[config.mk]
export PLATFORM = sky130hd
export DESIGN_NAME = cache_dram_master
export DESIGN_NICKNAME = d
export VERILOG_FILES = /design/src/rtl/cache_dram_master.sv
export SDC_FILE = /design/constraint.sdc
export NUM_CORES = 1
export LEC_CHECK = 0
export ABC_CLOCK_PERIOD_IN_PS = 1980
export CORE_AREA = 2 2 278 280
export DETAILED_ROUTE_END_ITERATION = 7
export DIE_AREA = 0 0 280 282
export HOLD_SLACK_MARGIN = 0.06
export PLACE_DENSITY = 0.63
export SYNTH_ARGS = -nofsm -noshare
export SYNTH_HDL_FRONTEND = slang
export SYNTH_SLANG_ARGS = --single-unit
[constraint.sdc]
create_clock -name clock -period 1.98 [get_ports clock]
set_input_delay 0.198 -clock clock [delete_from_list [all_inputs] [get_ports clock]]
set_output_delay 0.198 -clock clock [all_outputs]
set_load 0.01 [all_outputs]
[src/rtl/cache_dram_master.sv]
// Cache-side initiator for the word-serial block DRAM protocol: optional victim
// writeback, line refill into a local buffer, one-cycle done pulse to the cache.
module cache_dram_master #(
    parameter int LINE_WORDS = 8,
    parameter int GAP_CYCLES = 4
) (
    input  logic                     clock,
    input  logic                     rst,
    input  logic                     miss_req,
    input  logic [31:0]              miss_addr,
    input  logic                     victim_dirty,
    input  logic                     flush_req,
    input  logic [31:0]              wb_addr,
    input  logic [32*LINE_WORDS-1:0] wb_line,
    output logic                     busy,
    output logic                     done,
    output logic [32*LINE_WORDS-1:0] refill_line,
    output logic                     dram_wr_req,
    output logic [31:0]              dram_wr_addr,
    output logic [31:0]              dram_wr_data,
    input  logic                     dram_wr_val,
    output logic                     dram_rd_req,
    output logic [31:0]              dram_rd_addr,
    input  logic [31:0]              dram_rd_data,
    input  logic                     dram_rd_val
);

    localparam int IW = $clog2(LINE_WORDS);
    localparam int CW = IW + 1;
    localparam int GW = $clog2(GAP_CYCLES + 1);

    localparam logic [31:0]   LINE_MASK = ~(32'(LINE_WORDS) - 32'd1);
    localparam logic [CW-1:0] LAST_WORD = CW'(LINE_WORDS - 1);
    localparam logic [GW-1:0] GAP_LAST  = GW'(GAP_CYCLES - 1);

    typedef enum logic [2:0] {
        ST_IDLE,
        ST_WB,
        ST_WB_GAP,
        ST_RD,
        ST_RD_GAP,
        ST_DONE
    } state_t;

    state_t state_q, state_d;

    logic [CW-1:0] wr_cnt_q;
    logic [CW-1:0] rd_cnt_q;
    logic [GW-1:0] gap_cnt_q;
    logic          miss_op_q;
    logic [31:0]   wr_addr_q;
    logic [31:0]   rd_addr_q;

    logic [LINE_WORDS-1:0][31:0] wb_line_q;
    logic [LINE_WORDS-1:0][31:0] refill_q;

    logic wr_last;
    logic rd_last;
    logic gap_last;

    assign wr_last  = (wr_cnt_q == LAST_WORD);
    assign rd_last  = (rd_cnt_q == LAST_WORD);
    assign gap_last = (gap_cnt_q == GAP_LAST);

    assign dram_wr_addr = wr_addr_q;
    assign dram_rd_addr = rd_addr_q;
    assign dram_wr_data = wb_line_q[wr_cnt_q[IW-1:0]];
    assign refill_line  = refill_q;

    always_comb begin
        state_d     = state_q;
        busy        = 1'b0;
        done        = 1'b0;
        dram_wr_req = 1'b0;
        dram_rd_req = 1'b0;
        unique case (state_q)
            ST_IDLE: begin
                // miss wins over flush; a coincident flush is dropped
                if (miss_req) begin
                    state_d = victim_dirty ? ST_WB : ST_RD;
                end else if (flush_req) begin
                    state_d = ST_WB;
                end
            end
            ST_WB: begin
                busy = 1'b1;
                // drop the request in the last-word cycle so the controller never restarts
                dram_wr_req = ~(dram_wr_val & wr_last);
                if (dram_wr_val && wr_last) begin
                    state_d = ST_WB_GAP;
                end
            end
            ST_WB_GAP: begin
                busy = 1'b1;
                if (gap_last) begin
                    state_d = miss_op_q ? ST_RD : ST_DONE;
                end
            end
            ST_RD: begin
                busy        = 1'b1;
                dram_rd_req = 1'b1;
                if (dram_rd_val && rd_last) begin
                    state_d = ST_RD_GAP;
                end
            end
            ST_RD_GAP: begin
                busy = 1'b1;
                if (gap_last) begin
                    state_d = ST_DONE;
                end
            end
            ST_DONE: begin
                done    = 1'b1;
                state_d = ST_IDLE;
            end
            default: begin
                state_d = ST_IDLE;
            end
        endcase
    end

    always_ff @(posedge clock or negedge rst) begin
        if (!rst) begin
            state_q   <= ST_IDLE;
            wr_cnt_q  <= '0;
            rd_cnt_q  <= '0;
            miss_op_q <= 1'b0;
            wr_addr_q <= '0;
            rd_addr_q <= '0;
            wb_line_q <= '0;
            refill_q  <= '0;
        end else begin
            state_q <= state_d;
            unique case (state_q)
                ST_IDLE: begin
                    if (miss_req || flush_req) begin
                        miss_op_q <= miss_req;
                        wr_addr_q <= wb_addr & LINE_MASK;
                        rd_addr_q <= miss_addr & LINE_MASK;
                        wb_line_q <= wb_line;
                        wr_cnt_q  <= '0;
                        rd_cnt_q  <= '0;
                    end
                end
                ST_WB: begin
                    if (dram_wr_val) begin
                        wr_cnt_q <= wr_cnt_q + CW'(1);
                    end
                end
                ST_RD: begin
                    if (dram_rd_val) begin
                        refill_q[rd_cnt_q[IW-1:0]] <= dram_rd_data;
                        rd_cnt_q                   <= rd_cnt_q + CW'(1);
                    end
                end
                ST_DONE: begin
                    wr_cnt_q <= '0;
                    rd_cnt_q <= '0;
                end
                default: begin
                end
            endcase
        end
    end

    // Post-block spacing: counts GAP_CYCLES in either gap state, idles at zero elsewhere
    always_ff @(posedge clock or negedge rst) begin
        if (!rst) begin
            gap_cnt_q <= '0;
        end else if ((state_q == ST_WB_GAP) || (state_q == ST_RD_GAP)) begin
            gap_cnt_q <= gap_last ? '0 : gap_cnt_q + GW'(1);
        end else begin
            gap_cnt_q <= '0;
        end
    end

endmodule

==> metrics <==
outcome=finished, violations left; failing checks=negative setup slack; post-detail-place hpwl=55,100 um; routability cong.=0.7988; Max FO, Critical Path=6; PD cells=~1500 mW/mm2; Final Slew Violations=0; Fin. Hold Viols=0; Via Count=15,910; Critical Path RT=1.78 ns; internal power=39,170 uW; Worst-Skew Late Latency=0.60 ns; Worst Hold Class=input port to flip-flop; adder-cell share of the synthesized area=0.001556; First-pass DRT Iterations=4; clock share of power=0.220; Comb power frac=0.430; clk buf depth=3; Clock Pin Slew Worst Setup and Hold Paths=~0.060 ns; Yosys cell types=51; Synth Area in Simple Gates=0.01488; I/O pin count=715; main combinational cell family by area after synthesis=multiplexers; Max stage delay on crit path=around 0.54 ns; mux contribution to synthesized area=0.3416; Pleak=0.01573 uW; share of layout cells above drive strength 1=0.4255; vias in the first global route=between 15,000 and 20,000; Fin Hold WS=0.1924 ns; CTS tree=yes; GR Util All Layers=0.1875; Setup crit start kind=flip-flop; routed wire length=77,750 um; most common cell in the netlist=mux2_2; DRC Markers=0; Synth Warn #=0; Die W=280 um; sequential-to-total area share from yosys stat=0.6068; critical path, cell by cell=buf_12 > buf_4 > mux4_2 > mux2_4 > buf_6; area delta synth->final=52.48%; NumNets Final=2,646; initial core utilization=0.3187; Synth Register Bits=around 600; final cell count without fillers=3,321; RSZ-0062 raised after global routing=yes; Data arrival, critical path=between 2 and 2.5 ns; fin crit period=2.597 ns; first-pass GRT wire length=111,000 um; # port buffers=approximately 700; Rows=101; top cells by count, synth=mux2_2 (590), dfrtp_1 (585), mux4_2 (64), buf_2 (31), buf_6 (29); top_reg_cell synth=dfrtp_1; Antenna Nets Post-Route=0; Worst slew margin=0.5843; Post-synth EDFFs=0; FMAX=385.1 MHz; Slowest cell on crit path=mux4_2; VDD IR max=973.0 uV; Core Region=0.07570 mm2; critical path class=flip-flop to primary output; area leader, netlist=dfrtp_1; initial antenna violation count=34; gr ovfl total=0; Sw Ratio=0.2975; total CTS buffers=66; top cell type's share of synthesized area=0.6068; syn_area_per_cell=16.94 um2; DP Cell Count=around 3,100; clk sinks=585; # H-tree levels=3; ys async rst share=1.000; DR vias/cell=4.790; sw power=about 17,000 uW; pin count of the biggest net entering global routing=57; cell area after placement=about 0.033 mm2; actual slew at the worst max-slew pin=around 0.62 ns; final instance area=about 0.037 mm2; crit end category=primary output; Die H=282 um; sequential cell fraction of total power=0.350; post-synthesis cell count=1,424; final worst slack=-0.6169 ns; largest cells by area after synthesis=dfrtp_1 (61%), mux2_2 (28%), mux4_2 (6.0%); root buffer cell=clkbuf_16; DP Worst Slack=-0.4750 ns; Final Cycle Share=1.312; Compound-Gate Fraction of Synth Area=0.005964; XOR/XNOR Fraction of Synth Area=0.001815; Core Util, Final=0.4860; max-cap viol count=0; Clock Skews=0.02021 ns; WL per Instance=23.41 um; DIE AREA=0.07896 mm2; synthesized area=0.02413 mm2; setup violation total in the final timing report=34; DR iter-0 viols=between 500 and 600
critical path, delay by kind of cell (launching register included):
kind / cells / cell delay [ns]
buffers and inverters: 3 / 0.42
multiplexers: 2 / 0.85
flip-flops: 1 / 0.52
cells in the final DEF, fill, tap and decap left out, types with 12 or more instances in the layout:
cell type,count
clkbuf_1,19
mux2_4,62
buf_12,46
buf_6,56
mux4_2,64
mux2_2,528
mux2_1,12
diode_2,14
clkbuf_16,82
clkdlybuf4s50_1,665
dfrtp_1,579
buf_4,73
worst paths after layout:
kind	start	cells past startpoint	slack [ns]	endpoint
setup / recovery	wr_cnt_q[0]	5	-0.62	dram_wr_data[21]
hold / removal	miss_addr[4]	2	0.19	dram_rd_addr[4]
setup reg to reg	wr_cnt_q[0]	7	-0.04	state_q[0]
hold reg to reg	gap_cnt_q[0]	1	0.45	gap_cnt_q[0]
max in group asynchronous	rst	3	1.06	wb_line_q[222]
min in group asynchronous	rst	2	0.20	wr_cnt_q[0]
final cells by class:
| type | count | area, um2 |
|---|---|---|
| fillers | 6379 | 38910 |
| flip-flops and latches | 585 | 14650 |
| repair buffers | 876 | 9499 |
| clock buffers | 96 | 1886 |
| inverters | 2 | 7.507 |
| multi-input cells | 753 | 9206 |
| clock inverters | 17 | 277.8 |
| diodes | 14 | 35.03 |
| well taps | 978 | 1224 |
metrics by stage:
stage | TNS, ns | power (uW)
6_report | -18.13 | 55760
5_1_grt | -21.02 | 58540
4_1_cts | -23.93 | 55290
3_5_place_dp | -15.34 | 41200
3_3_place_gp | -13.32 | 40610
2_1_floorplan | 0 | 30380
cells by family after synthesis:
kind of cell | after synthesis
muxes | 668
DFF | 585
buffers and inverters | 91
and+or+nand+nor | 51
AOI/OAI and AO/OA | 20
xor gates and xnor gates | 5
adders and majority gates | 3
other | 1
sequential cells by signal, indices dropped and copies added, names as in the netlist:
name / flops
wb_line_q: 256
dram_rd_addr: 29
rd_cnt_q: 4
gap_cnt_q: 3
wr_cnt_q: 4
state_q: 3
miss_op_q: 1
refill_line: 256
dram_wr_addr: 29
routing by layer:
layer	GRT usage	part of all wire
met5	0	0.0024
met4	0.07075	0.028
met3	0.06787	0.084
met2	0.3207	0.51
met1	0.2147	0.38
power groups by stage:
stage          registers (uW)  clock network [uW]  logic, uW
4_1_cts                 19500               12600      23200
2_1_floorplan           19500                   0      10900
6_report                19500               12300      24000
5_1_grt                 20000               13100      25400
3_5_place_dp            19600                   0      21600
3_3_place_gp            19500                   0      21100
timing repair:
item	4_1_cts	5_1_grt
pin swaps	8	9
hold buffers	1	0
cloned	8	18
setup buffers	29	13
hold endpoints to repair	452	0
setup endpoints to repair	101	349
gates resized for setup	286	46
No activity file was read; power rests on OpenSTA's default activity.
